===== config.mk =====
export PLATFORM = sky130hd
export DESIGN_NAME = cpu6502_lite
export DESIGN_NICKNAME = d
export VERILOG_FILES = /design/src/rtl/cpu6502_pkg.sv /design/src/rtl/cpu6502_alu.sv /design/src/rtl/cpu6502_lite.sv
export SDC_FILE = /design/constraint.sdc
export NUM_CORES = 1
export LEC_CHECK = 0
export ABC_AREA = 1
export CORE_MARGIN = 4
export CORE_UTILIZATION = 63
export CTS_BUF_LIST = sky130_fd_sc_hd__clkbuf_4 sky130_fd_sc_hd__clkbuf_8
export DETAILED_ROUTE_END_ITERATION = 7
export PLACE_DENSITY = 0.95
export SLEW_MARGIN = 20
export SYNTH_ARGS = -nofsm -noshare
export SYNTH_HDL_FRONTEND = slang
export SYNTH_SLANG_ARGS = --single-unit

===== constraint.sdc =====
create_clock -name clk -period 7.1 [get_ports clk]
set_input_delay 1.775 -clock clk [delete_from_list [all_inputs] [get_ports clk]]
set_output_delay 1.775 -clock clk [all_outputs]
set_load 0.02 [all_outputs]

===== src/rtl/cpu6502_pkg.sv =====
// cpu6502_pkg: opcodes, FSM states and ALU operations shared by cpu6502_lite
package cpu6502_pkg;
    typedef enum logic [2:0] {FETCH, OPER_LO, OPER_HI, MEM, HALT} state_t;
    typedef enum logic {ALU_LDA, ALU_ADC} alu_op_t;
    localparam logic [7:0] OP_LDA_IMM = 8'hA9;
    localparam logic [7:0] OP_ADC_IMM = 8'h69;
    localparam logic [7:0] OP_NOP     = 8'hEA;
    localparam logic [7:0] OP_JMP_ABS = 8'h4C;
    localparam logic [7:0] OP_LDA_ABS = 8'hAD;
    localparam logic [7:0] OP_STA_ABS = 8'h8D;
    function automatic logic is_supported(input logic [7:0] op);
        return op inside {OP_LDA_IMM, OP_ADC_IMM, OP_NOP, OP_JMP_ABS, OP_LDA_ABS, OP_STA_ABS};
    endfunction
endpackage


===== src/rtl/cpu6502_alu.sv =====
// cpu6502_alu: combinational load/add-with-carry datapath with N/Z/C generation
module cpu6502_alu
    import cpu6502_pkg::*;
(
    input  alu_op_t    op,
    input  logic [7:0] a,
    input  logic [7:0] b,
    input  logic       c_in,
    output logic [7:0] result,
    output logic       n,
    output logic       z,
    output logic       c
);
    logic [8:0] sum;
    always_comb begin
        sum    = {1'b0, a} + {1'b0, b} + {8'd0, c_in};
        result = (op == ALU_ADC) ? sum[7:0] : b;
        c      = (op == ALU_ADC) ? sum[8] : c_in;
        n      = result[7];
        z      = (result == 8'd0);
    end
endmodule


===== src/rtl/cpu6502_lite.sv =====
// cpu6502_lite: tiny 6502 subset core; one bus cycle per clock, rdy=0 freezes everything
module cpu6502_lite
    import cpu6502_pkg::*;
#(
    parameter int                ADDR_W    = 16,
    parameter logic [ADDR_W-1:0] RESET_VEC = '0
) (
    input  logic              clk,
    input  logic              reset,
    output logic [ADDR_W-1:0] addr,
    input  logic [7:0]        data_in,
    output logic [7:0]        data_out,
    output logic              rw,
    input  logic              rdy,
    output logic [7:0]        acc,
    output logic [2:0]        flags,
    output logic              halted
);
    state_t            state;
    logic [ADDR_W-1:0] pc;
    logic [ADDR_W-1:0] pc_inc;
    logic [ADDR_W-1:0] target;
    logic [7:0]        opcode;
    logic [7:0]        adl;
    logic [7:0]        alu_res;
    logic              alu_n;
    logic              alu_z;
    logic              alu_c;

    assign pc_inc = pc + ADDR_W'(1);
    // the high address byte is consumed straight off the bus in OPER_HI
    assign target = ADDR_W'({data_in, adl});

    cpu6502_alu u_alu (
        .op    ((opcode == OP_ADC_IMM) ? ALU_ADC : ALU_LDA),
        .a     (acc),
        .b     (data_in),
        .c_in  (flags[0]),
        .result(alu_res),
        .n     (alu_n),
        .z     (alu_z),
        .c     (alu_c)
    );

    always_ff @(posedge clk) begin
        if (reset) begin
            state    <= FETCH;
            pc       <= RESET_VEC;
            addr     <= RESET_VEC;
            rw       <= 1'b1;
            data_out <= 8'd0;
            acc      <= 8'd0;
            flags    <= 3'd0;
            halted   <= 1'b0;
            opcode   <= 8'd0;
            adl      <= 8'd0;
        end else if (rdy) begin
            case (state)
                FETCH: begin
                    opcode <= data_in;
                    pc     <= pc_inc;
                    addr   <= pc_inc;
                    state  <= is_supported(data_in) ? OPER_LO : HALT;
                    halted <= !is_supported(data_in);
                end
                OPER_LO: begin
                    if (opcode == OP_NOP) begin
                        state <= FETCH;
                    end else if (opcode == OP_LDA_IMM || opcode == OP_ADC_IMM) begin
                        acc   <= alu_res;
                        flags <= {alu_n, alu_z, alu_c};
                        pc    <= pc_inc;
                        addr  <= pc_inc;
                        state <= FETCH;
                    end else begin
                        adl   <= data_in;
                        pc    <= pc_inc;
                        addr  <= pc_inc;
                        state <= OPER_HI;
                    end
                end
                OPER_HI: begin
                    if (opcode == OP_JMP_ABS) begin
                        pc    <= target;
                        addr  <= target;
                        state <= FETCH;
                    end else begin
                        pc       <= pc_inc;
                        addr     <= target;
                        rw       <= (opcode != OP_STA_ABS);
                        data_out <= (opcode == OP_STA_ABS) ? acc : 8'd0;
                        state    <= MEM;
                    end
                end
                MEM: begin
                    if (opcode == OP_LDA_ABS) begin
                        acc   <= alu_res;
                        flags <= {alu_n, alu_z, alu_c};
                    end
                    addr     <= pc;
                    rw       <= 1'b1;
                    data_out <= 8'd0;
                    state    <= FETCH;
                end
                default: ;
            endcase
        end
    end
endmodule


==> out/metrics.yaml <==
timing:
  finalHoldViolCount: 0
  worstMarginPinSlew_ns: 1.06
  drv_slew: 0
  max_clock_freq_mhz: 235
  setup_tns_ns: 0
  max-slew-margin-rel_pct: 29.4
  skew_ns: 0.0124
  fin_crit_ns: 4.26
  setup-violations-final: 0
  finalCritPeriodShare_pct: 60.0
  rsz0062_at_grt: "false"
  setup_ws_ns: 2.84
critical_path:
  path_cells: "clkdlybuf4s50_1 -> clkinv_1 -> fa_1 -> fa_1 -> inv_1 -> nand2_1 -> nand2_1 -> nand3_1 -> nand2_1 -> nand3_1 -> nor2_1 -> nand3_1 -> nor2_1 -> nor2_1 -> nor2_1"
  max_stage_delay_ns: 0.53
  worst-setup-path-type: "in2reg"
  crit_arrival_ns: 4.53
  start_kind: "primary input"
  slowest_stage: "fa_1"
  required_ns: 7.37
  crit_top_cell: "nor2_1"
  end_kind: "register"
  crit_path_max_fanout: 8
  regToRegSetupSlack_ns: 4.59
cts:
  cts_tree: "yes"
  htree_levels: 3
  cts-resized-gates: 0
  clk_latency_ns: 0.36
  clockBufferDepth: 2
  cts_root_buf: "clkbuf_8"
  cts-hold-fix-buffers: 0
  cts_sinks: 71
  postCtsSetupBuffers: 0
  clk_pin_slew_ns: 0.08
  cts_buffers: 9
yosys:
  synthSimpleGateAreaFrac_pct: 27.5
  synthCells: 588
  synthMuxAreaShare_pct: 0
  seq_area_frac_synth_pct: 35.2
  synth_xor_area_share_pct: 1.95
  synth_area_leader_cell: "dfxtp_1"
  synth_seq_cells: 71
  syn_avg_cell_area_sq_um: 6.87
  yosys-top-cells-area: "dfxtp_1 (35%), nand2_1 (12%), a21oi_1 (8.5%)"
  yosysWarnings: 0
  synth.top_cell.area_share_pct: 35.2
  syn_nets: 609
  synth_top_family_by_area: "simple AND/OR/NAND/NOR gates"
  synth.distinct_cells: 38
  synth-compound-area-share_pct: 21.2
  synth_fa_ha_area_share_pct: 3.47
  synth_area_sq_um: 4040
job:
  maxCapViolations: 0
placement:
  routabilityCongestion: 0.926
  dp_cells: 690
  placed_area_sq_um: 4470
  hpwlAfterDp_um: 7800
  portBuffers: 47
  place_ws_ns: 2.72
die:
  die_w_um: 88.1
  initial_core_util_pct: 66.7
  core_region_area_sq_um: 6060
  rows: 28
  die_y_um: 88.1
  die-area_sq_um: 7760
  pin_count: 48
drt:
  wl_um: 11600
  firstDrtPassIters: 5
  wire_per_inst_um: 16.5
  ant_nets: 0
  vias_per_cell: 6.04
  post-route-drc-count: 0
  drt_iter0_drc: 462
  vias: 4266
cells_and_area:
  drive_above_1_share_pct: 8.08
  syn2layout_area_growth_pct: 16.0
  nets: 647
  final_cells: 706
  finalInstanceArea_sq_um: 4690
  insertedDiodeCount: 0
grt:
  grt_overflow: 0
  grt_max_degree: 32
  grt_util_all_layers_pct: 31.4
  antenna_found_initial: 0
  grt_pass1_wl_um: 19000
  grt_pass1_vias: 4075
status:
  outcome: "finished, final reports clean"
power_and_ir_drop:
  powerDensity_nw_per_um2: 215
  p_leak_nw: 1.98
  max-vdd-ir-drop_mv: 0.156
worst_hold_path:
  hold_path.class: "reg2reg"
-- through the flow --
step                utilization, %  total power [mW]  hold slack [ns]
global route                  77.3              1.05            0.502
global placement              73.8             0.654            0.452
finish                        77.3              1.01            0.468
detailed placement            73.8             0.661            0.457
floorplan                        -             0.598            0.457
CTS                           77.3              1.00            0.468
-- power breakdown --
| part | internal [mW] | leakage, nW | switching, mW | total (mW) |
|---|---|---|---|---|
| Combinational | 0.0747 | 1.29 | 0.133 | 0.207 |
| Clock | 0.194 | 0.113 | 0.157 | 0.351 |
| Sequential | 0.427 | 0.581 | 0.0243 | 0.452 |
| Total | 0.696 | 1.98 | 0.314 | 1.01 |
-- cell usage in the layout (no fill, tap or decap), drive strengths merged --
master / n
nand2: 135
inv: 73
dfxtp: 71
a21oi: 69
o21ai: 60
nor2: 57
clkdlybuf4s50: 47
nand3: 32
clkbuf: 13
nor3: 10
xor2: 9
a22oi: 8
ha: 8
a31oi: 7
nand4: 5
o22ai: 5
clkinv: 5
or2: 4
a211oi: 3
o21a: 2
fa: 2
nand3b: 1
o2111ai: 1
o211ai: 1
o221ai: 1
bufinv: 1
buf: 1
-- sequential cells by signal, summed over array words and instances (netlist names), 2 cells and up --
| register | cells |
|---|---|
| addr | 16 |
| data_out | 8 |
| opcode | 8 |
| adl | 8 |
| pc | 16 |
| state | 3 |
| acc | 8 |
| flags | 2 |
-- cell families after synthesis --
family	after synthesis
AOI/OAI and AO/OA	157
xor gates and xnor gates	9
adders and majority gates	10
buffers and inverters	97
DFF	71
and+or+nand+nor	244
-- cell usage after synthesis (all sizes together) --
library cell  count
o21ai            60
nor2             57
nand4             5
buf              13
ha                8
xor2              9
inv              73
nor3             10
a22oi             8
or2               4
o2111ai           1
a31oi             7
fa                2
a21oi            69
o211ai            1
nand2           135
o221ai            1
nand3            32
clkinv            3
o22ai             5
o21a              2
dfxtp            71
clkbuf            8
a211oi            3
nand3b            1
-- final timing paths --
kind | startpoint | end | cells after the start
max | data_in[0] | flags[1] | 15
min | data_out[0] | data_out[0] | 2
max reg2reg | acc[0] | flags[1] | 14
min reg2reg | data_out[0] | data_out[0] | 2
-- cell type report --
type	count	area, sq um
Inverter	76	292
Clock buffer	13	173
Multi-Input combinational cell	420	2190
Sequential cell	71	1420
Timing Repair Buffer	48	478
Tap cell	75	93.8
Fill cell	474	1370
Clock inverter	3	40.0
-- worst max-delay path, delay by kind of cell --
kind | cells | cell delay, ns
simple gates | 10 | 0.98
fa+ha+maj | 2 | 0.93
buf+inv | 3 | 0.84
-- per-layer routing --
metal / global-route usage [%] / up-vias / share of wire (%)
li1: - / 2010 / -
met1: 39.1 / 1913 / 39
met2: 50.1 / 287 / 46
met3: 6.11 / 56 / 11
met4: 18.8 / 0 / 4.0
met5: 0 / - / 0
(Power assumes the default switching activity.)
